==> config.mk <==
export PLATFORM = sky130hd
export DESIGN_NAME = sram_req_arbiter
export DESIGN_NICKNAME = d
export VERILOG_FILES = /design/src/rtl/sram_req_arbiter.sv
export SDC_FILE = /design/constraint.sdc
export NUM_CORES = 1
export LEC_CHECK = 0
export ABC_AREA = 1
export CAP_MARGIN = 0
export CORE_AREA = 5 5 104 106
export DETAILED_ROUTE_END_ITERATION = 12
export DIE_AREA = 0 0 109 111
export DONT_BUFFER_PORTS = 1
export PLACE_DENSITY = 0.48
export SETUP_SLACK_MARGIN = 0.3
export SYNTH_ARGS = -nofsm -noshare
export SYNTH_HDL_FRONTEND = slang
export SYNTH_SLANG_ARGS = --single-unit
export TNS_END_PERCENT = 30
==> constraint.sdc <==
create_clock -name clk -period 2.8 [get_ports clk]
set_input_delay 0.28 -clock clk [delete_from_list [all_inputs] [get_ports clk]]
set_output_delay 0.28 -clock clk [all_outputs]
set_load 0.01 [all_outputs]
==> src/rtl/sram_req_arbiter.sv <==
// Shares one split-transaction SRAM port between fetch (inst) and load/store (data); data has priority with anti-starvation for inst.
// 0-cycle arbitration in IDLE; responses routed combinationally from an in-order outstanding FIFO; mem_req drops while the FIFO is full.
module sram_req_arbiter #(
   parameter int OST_DEPTH  = 4,
   parameter int STARVE_MAX = 3
) (
   input  logic        clk,
   input  logic        reset,
   input  logic        inst_req,
   input  logic [31:0] inst_addr,
   input  logic        inst_cancel,
   output logic        inst_addr_ok,
   output logic        inst_data_ok,
   output logic [31:0] inst_rdata,
   input  logic        data_req,
   input  logic        data_wr,
   input  logic [3:0]  data_wstrb,
   input  logic [31:0] data_addr,
   input  logic [31:0] data_wdata,
   output logic        data_addr_ok,
   output logic        data_data_ok,
   output logic [31:0] data_rdata,
   output logic        mem_req,
   output logic        mem_wr,
   output logic [3:0]  mem_wstrb,
   output logic [31:0] mem_addr,
   output logic [31:0] mem_wdata,
   input  logic        mem_addr_ok,
   input  logic        mem_data_ok,
   input  logic [31:0] mem_rdata,
   output logic        proto_err
);
   localparam int PW = $clog2(OST_DEPTH);
   localparam int SW = $clog2(STARVE_MAX + 1);
   localparam logic [SW-1:0] STARVE_LIM = SW'(STARVE_MAX);
   localparam logic [PW:0]   FIFO_LIM   = (PW+1)'(OST_DEPTH);

   typedef enum logic [1:0] {IDLE, G_INST, G_DATA} state_t;

   state_t        state_q, state_d;
   logic [SW-1:0] starve_cnt;
   logic          own_data [OST_DEPTH];
   logic          discard  [OST_DEPTH];
   logic [PW-1:0] wr_ptr, rd_ptr;
   logic [PW:0]   count;
   logic          sel_inst, sel_data, fifo_full, fifo_empty, hs, push, pop;

   assign fifo_full  = (count == FIFO_LIM);
   assign fifo_empty = (count == '0);

   always_comb begin
      sel_inst = 1'b0;
      sel_data = 1'b0;
      state_d  = state_q;
      case (state_q)
         IDLE: begin
            if (data_req && !(inst_req && starve_cnt == STARVE_LIM)) sel_data = 1'b1;
            else if (inst_req && !inst_cancel)                      sel_inst = 1'b1;
         end
         G_INST:  sel_inst = 1'b1;
         G_DATA:  sel_data = 1'b1;
         default: ;
      endcase
      mem_req   = ((sel_inst && inst_req) || (sel_data && data_req)) && !fifo_full;
      mem_wr    = sel_data && data_wr;
      mem_wstrb = sel_data ? data_wstrb : 4'b0000;
      mem_addr  = sel_data ? data_addr  : inst_addr;
      mem_wdata = sel_data ? data_wdata : 32'h0;
      hs        = mem_req && mem_addr_ok;
      // Grant persists until handshake; a withdrawn request or a flush releases it.
      if (hs)            state_d = IDLE;
      else if (sel_data) state_d = data_req ? G_DATA : IDLE;
      else if (sel_inst) state_d = (inst_req && !inst_cancel) ? G_INST : IDLE;
   end

   assign inst_addr_ok = hs && sel_inst;
   assign data_addr_ok = hs && sel_data;
   assign push = hs;
   assign pop  = mem_data_ok && !fifo_empty;

   assign inst_data_ok = pop && !own_data[rd_ptr] && !discard[rd_ptr];
   assign data_data_ok = pop && own_data[rd_ptr];
   assign inst_rdata   = mem_rdata;
   assign data_rdata   = mem_rdata;

   always_ff @(posedge clk) begin
      if (reset) begin
         state_q    <= IDLE;
         starve_cnt <= '0;
         proto_err  <= 1'b0;
      end else begin
         state_q <= state_d;
         if (!inst_req || inst_addr_ok)            starve_cnt <= '0;
         else if (sel_data && starve_cnt != STARVE_LIM) starve_cnt <= starve_cnt + 1'b1;
         if (mem_data_ok && fifo_empty) proto_err <= 1'b1;
      end
   end

   always_ff @(posedge clk) begin
      if (reset) begin
         wr_ptr <= '0;
         rd_ptr <= '0;
         count  <= '0;
         for (int i = 0; i < OST_DEPTH; i++) begin
            own_data[i] <= 1'b0;
            discard[i]  <= 1'b0;
         end
      end else begin
         for (int i = 0; i < OST_DEPTH; i++)
            if (inst_cancel && !own_data[i]) discard[i] <= 1'b1;
         if (pop) begin
            discard[rd_ptr] <= 1'b0;
            rd_ptr          <= rd_ptr + 1'b1;
         end
         // A fetch accepted in the same cycle as a flush is born discarded.
         if (push) begin
            own_data[wr_ptr] <= sel_data;
            discard[wr_ptr]  <= sel_inst && inst_cancel;
            wr_ptr           <= wr_ptr + 1'b1;
         end
         case ({push, pop})
            2'b10:   count <= count + 1'b1;
            2'b01:   count <= count - 1'b1;
            default: ;
         endcase
      end
   end
endmodule
Yosys cells after proc, flatten, opt, wreduce, memory -nomap -nowiden. Memories as Yosys holds them, arrays and structs flattened. A register that Yosys moved wholly into a read port is not among the register bits. Index checks and enable logic that the tools add are counted.

Output and inout bits: 139. RAM bits: 8. Register bits after elaboration: 12. Word-level logic and storage cells: 109. Memories kept: 2. Input port bits: 140.

Memory list: discard (depth 4, bits a word 1, rd ports 1, clocked after memory_dff 1, write ports 6, line 43) `logic discard [OST_DEPTH];`; own_data (depth 4, bits a word 1, rd ports 5, clocked after memory_dff 1, write ports 4, line 42) `logic own_data [OST_DEPTH];`.

Reductions and logical operators: 41. Mux-type cells: 44. Equal/unequal tests: 7. Bitwise logic cells: 4. $add $sub $neg: 5.

Operators with widths (count): two-way mux 32 bit (2); two-way mux 1 bit (30); logical AND 1 bit (21); two-way mux 2 bit (8); zero test 1 bit (11); adder 2 x 1 -> 2 bit, second input constant (3); == test 2 bit, second input constant (3); one-hot mux 3 bit (2 select lines) (1); == test 2 x 1 -> 1 bit, second input constant (2); two-way mux 4 bit (1); OR 1 bit (4); one-hot mux 1 bit (2 select lines) (2); nonzero test 2 bit (2); OR reduction 2 bit (2); adder 3 x 1 -> 3 bit, second input constant (1); == test 3 bit, second input constant (1); zero test 3 bit (1); subtractor 3 x 1 -> 3 bit, second input constant (1); zero test 2 bit (1); logical OR 1 bit (2); inequality test 2 bit, second input constant (1); OR reduction 1 bit (1).

Longest topological paths before layout.
Depth in word-level cells: 15. Gate-level depth with buffers: 15. Gate-level depth less buffers: 15.

Worst setup path before layout. No wires, ideal clock.

Path type: register to register. From: reg starve_cnt[0]. To: reg count[2]. Required time: 2678 ps. Clock period less this slack: 2088 ps. Stages on the path, launching flop included: 16. Arrival time: 1966 ps. Setup time: 122 ps. Buffers on the path: 0. Setup slack: 712 ps. Path through: dfxtp_1 -> ha_1 -> nand2_1 -> nand2_1 -> nand3_1 -> nand2_1 -> nand2_1 -> nand2_2 -> nand3_4 -> ha_1 -> inv_1 -> fa_1 -> a21oi_1 -> o21ai_0 -> o21ai_0 -> a21oi_1.

Word-level cells in the longest chain between the ends: 12. Elaborated cells on any way between the ends: 17. Classes of those cells: eq/ne: 3; mux: 5; reduce/logical: 9.

RTL lines: from (decl) (line 41) `logic [SW-1:0] starve_cnt;`; from (signal assigned) (line 94) `else if (sel_data && starve_cnt != STARVE_LIM) starve_cnt <= starve_cnt + 1'b1;`; == test 2 bit * (line 57) `if (data_req && !(inst_req && starve_cnt == STARVE_LIM)) sel_data = 1'b1;`; logical AND 1 bit * (line 57); zero test 1 bit * (line 57); logical AND 1 bit * (line 57); two-way mux 1 bit (line 57); one-hot mux 1 bit (2 select lines) (line 55) `case (state_q)`; logical AND 1 bit (line 64) `mem_req = ((sel_inst && inst_req) || (sel_data && data_req)) && !fifo_full;`; logical OR 1 bit * (line 64); logical AND 1 bit * (line 64); logical AND 1 bit * (line 69) `hs = mem_req && mem_addr_ok;`; == test 2 x 1 -> 1 bit or == test 2 bit (tied branches) (line 121) `case ({push, pop})`; one-hot mux 3 bit (2 select lines) or nonzero test 2 bit (tied branches); to (signal assigned) (line 122) `2'b10: count <= count + 1'b1;`; to (signal assigned) (line 123) `2'b01: count <= count - 1'b1;`; to (decl) (line 45) `logic [PW:0] count;`.

Mark *: on every way between the ends. The rest lies on a longest branch, timed or not. A chain may end at the register's enable or synchronous reset.

Final worst setup path.
From: reg starve_cnt[0]. To: out mem_addr[22].

Word-level cells in the longest chain between the ends: 7.

RTL lines: == test 2 bit (line 57); logical AND 1 bit (line 57); zero test 1 bit (line 57); logical AND 1 bit (line 57); two-way mux 1 bit (line 57); one-hot mux 1 bit (2 select lines) (line 55); two-way mux 32 bit (line 67) `mem_addr = sel_data ? data_addr : inst_addr;`; to (decl) (line 26) `output logic [31:0] mem_addr,`.

No other way between the ends.

==> results.cfg <==
[synthesis]
syn_nets = 565
synth-seq-cells = 22
postSynthCellCount = 414
synth_top_flop_cell = dfxtp_1
ys_seq_area_share_pct = 19.80
avgSynthCellArea_um2 = 5.984
synth_edf_count = 5
yosys.area.top_type = buf_4
syn_area_mm2 = 0.002477
yosys.area.top_type_share_pct = 19.39
synth_commonest_cells = 126 x nand2_1, 66 x inv_1, 64 x buf_4
yosysMostFrequentCell = nand2_1
yosysWarnings = 0
async_flop_share_pct = 0
synth.distinct_cells = 30
synth.area.top_cells = buf_4 19%, nand2_1 19%, dfxtp_1 14%

[sta]
holdWs_ps = 196.4
grt_setup_unrepaired = no
min_period_ps = 2229
tightest_slew_ps = 395.4
fmax_mhz = 448.7
final-hold-violation-count = 0
relSlewSlack_pct = 73.44
slew_viol_final = 0
finClkSkew_ps = 9.554
min_period_over_period_pct = 79.60
fin_tns_setup_ps = 0
finalSetupViolCount = 0

[die]
num_rows = 36
die_w_um = 109
io_pins = 279
initial_core_util_pct = 25.58
core_area_mm2 = 0.009684
dieHeight_um = 111
dieArea_mm2 = 0.01210

[final_layout]
fin_area_mm2 = 0.002222
area_delta_synth_final_pct = -10.30
num_antenna_cells = 0
layout.nets = 499
drive_gt1_share_pct = 6.916
nFillCells = 1122

[clock_tree]
insertion_delay_ps = 270
cts_num_sinks = 22
cts_tree = built
htree_levels = 1
cts_buffer_depth = 2
cts_hold_buf = 0
cts.clk_slew.worst_paths_ps = 90
root_buffer = clkbuf_8
cts_buffers = 3

[drt]
drc = 0
wl_per_cell_um = 14.25
routed_wl_mm = 6.840
vias_per_cell = 4.477
drtPass1Iterations = 4
vias = 2149
drtIter0Drc = 125
drtAntennaViolNets = 0

[pwr]
pwr-share-seq_pct = 35.4
combPwrFrac_pct = 40.6
powerDensity_mw_per_mm2 = 568.4
p_int_uw = 738.6
irDropWorstVdd_v = 0.0001608
clockPowerShare_pct = 24.0
p_leak_nw = 1.178
total_power_mw = 1.263
p_sw_share_pct = 41.52
p_sw_uw = 524.3

[setup_path]
crit_required_ps = 2520
criticalPathCategory = register to primary output
r2r_cells = 14
crit_arrival_ps = 1950
crit_fanout = 32
endpoint_kind = primary output
worstSetupStartpointType = register

[run]
maxCapViolCount = 0

[global_route]
grt_overflow = 0
antenna_found_initial = 0
grt_pass1_vias = 2069
track_usage_pct = 10.46
grt_first_pass_wirelength_mm = 10.27
grt_max_degree = 33

[place]
gp_congestion = 0.7825
io_buffer_count = 0
hpwl_mm = 5.883
dpl_cell_area_mm2 = 0.002151

[outcome]
outcome = finished, final reports clean

[min_path]
min_path_type = primary input to register
hold_path_depth = 3
-- power by group through the flow --
stage	clock [mW]	combinational, mW	sequential, mW
after floorplan	0	0.510	0.438
after detailed placement	0	0.518	0.454
after global placement	0	0.505	0.453
final	0.303	0.513	0.448
after global routing	0.324	0.592	0.459
after CTS	0.312	0.519	0.447
-- logic make-up (layout without fill, tap and decap cells) --
group / after synthesis / count (layout) / synth area share (%)
AO/OA/AOI/OAI: 35 / 35 / 8.283
XOR/XNOR: 1 / 1 / 0.3536
adder cells (fa/ha/maj): 11 / 11 / 5.859
buffers and inverters: 142 / 75 / 31.52
flip-flops: 22 / 22 / 19.80
AND/OR/NAND/NOR: 203 / 203 / 34.19
-- final cells by class --
cell class | count | area (um2) | share of cell area, %
timing repair buffer | 5 | 37.54 | 1.689
sequential | 22 | 490.5 | 22.07
clock buffer | 3 | 41.29 | 1.858
inverter | 66 | 247.7 | 11.15
tap | 133 | 166.4 | 7.489
clock inverter | 1 | 30.03 | 1.351
multi-input combinational | 250 | 1209 | 54.39
-- state kept, by name, summed over array words and instances, names as in the netlist, named ones only --
name / cells
count: 3
rd_ptr: 2
discard: 4
proto_err: 1
own_data: 4
starve_cnt: 2
state_q: 2
wr_ptr: 2
-- cells in the final DEF, fill, tap and decap left out, types with 4 or more instances in the layout --
| cell | instances |
|---|---|
| nor2_1 | 53 |
| o21ai_1 | 4 |
| a21oi_1 | 11 |
| o21ai_0 | 11 |
| nand2_1 | 125 |
| edfxtp_1 | 5 |
| nand3_1 | 6 |
| ha_1 | 10 |
| dfxtp_1 | 17 |
| buf_4 | 5 |
| nor2_2 | 4 |
| inv_1 | 66 |
-- per-stage QoR --
step	utilization (%)	instances	setup slack, ps
floorplan	-	414	711.8
CTS	22.95	480	526.8
finish	22.95	480	571.3
global route	22.95	480	325.7
global placement	22.21	476	592.5
detailed placement	22.21	476	547.2
-- final timing paths --
check	start	to	slack [ps]
setup / recovery	starve_cnt[0]	mem_addr[22]	570
hold / removal	reset	discard[0]	200
setup reg to reg	starve_cnt[0]	count[2]	610
hold reg to reg	state_q[1]	state_q[1]	480
-- critical path, cell delays in order (launching register included) --
cell and delay, ps:
dfxtp_1 360, ha_1 160, nand2_1 50, nand2_1 70, nand2_1 80, nand2_2 320
buf_4 370, nand2_1 140, nand2_1 140
-- per-layer routing --
metal / global-route usage (%) / vias to the layer above / part of all wire [%]
li1: - / 1038 / -
met1: 10.63 / 927 / 33
met2: 19.57 / 164 / 52
met3: 3.786 / 20 / 13
met4: 2.946 / 0 / 1.5
met5: 0 / - / 0
-- repair_timing --
action | in CTS | in global routing
resized for setup | 0 | 2
setup buffers | 0 | 0
endpoints found under the setup margin | 0 | 1
(Power assumes the default switching activity.)
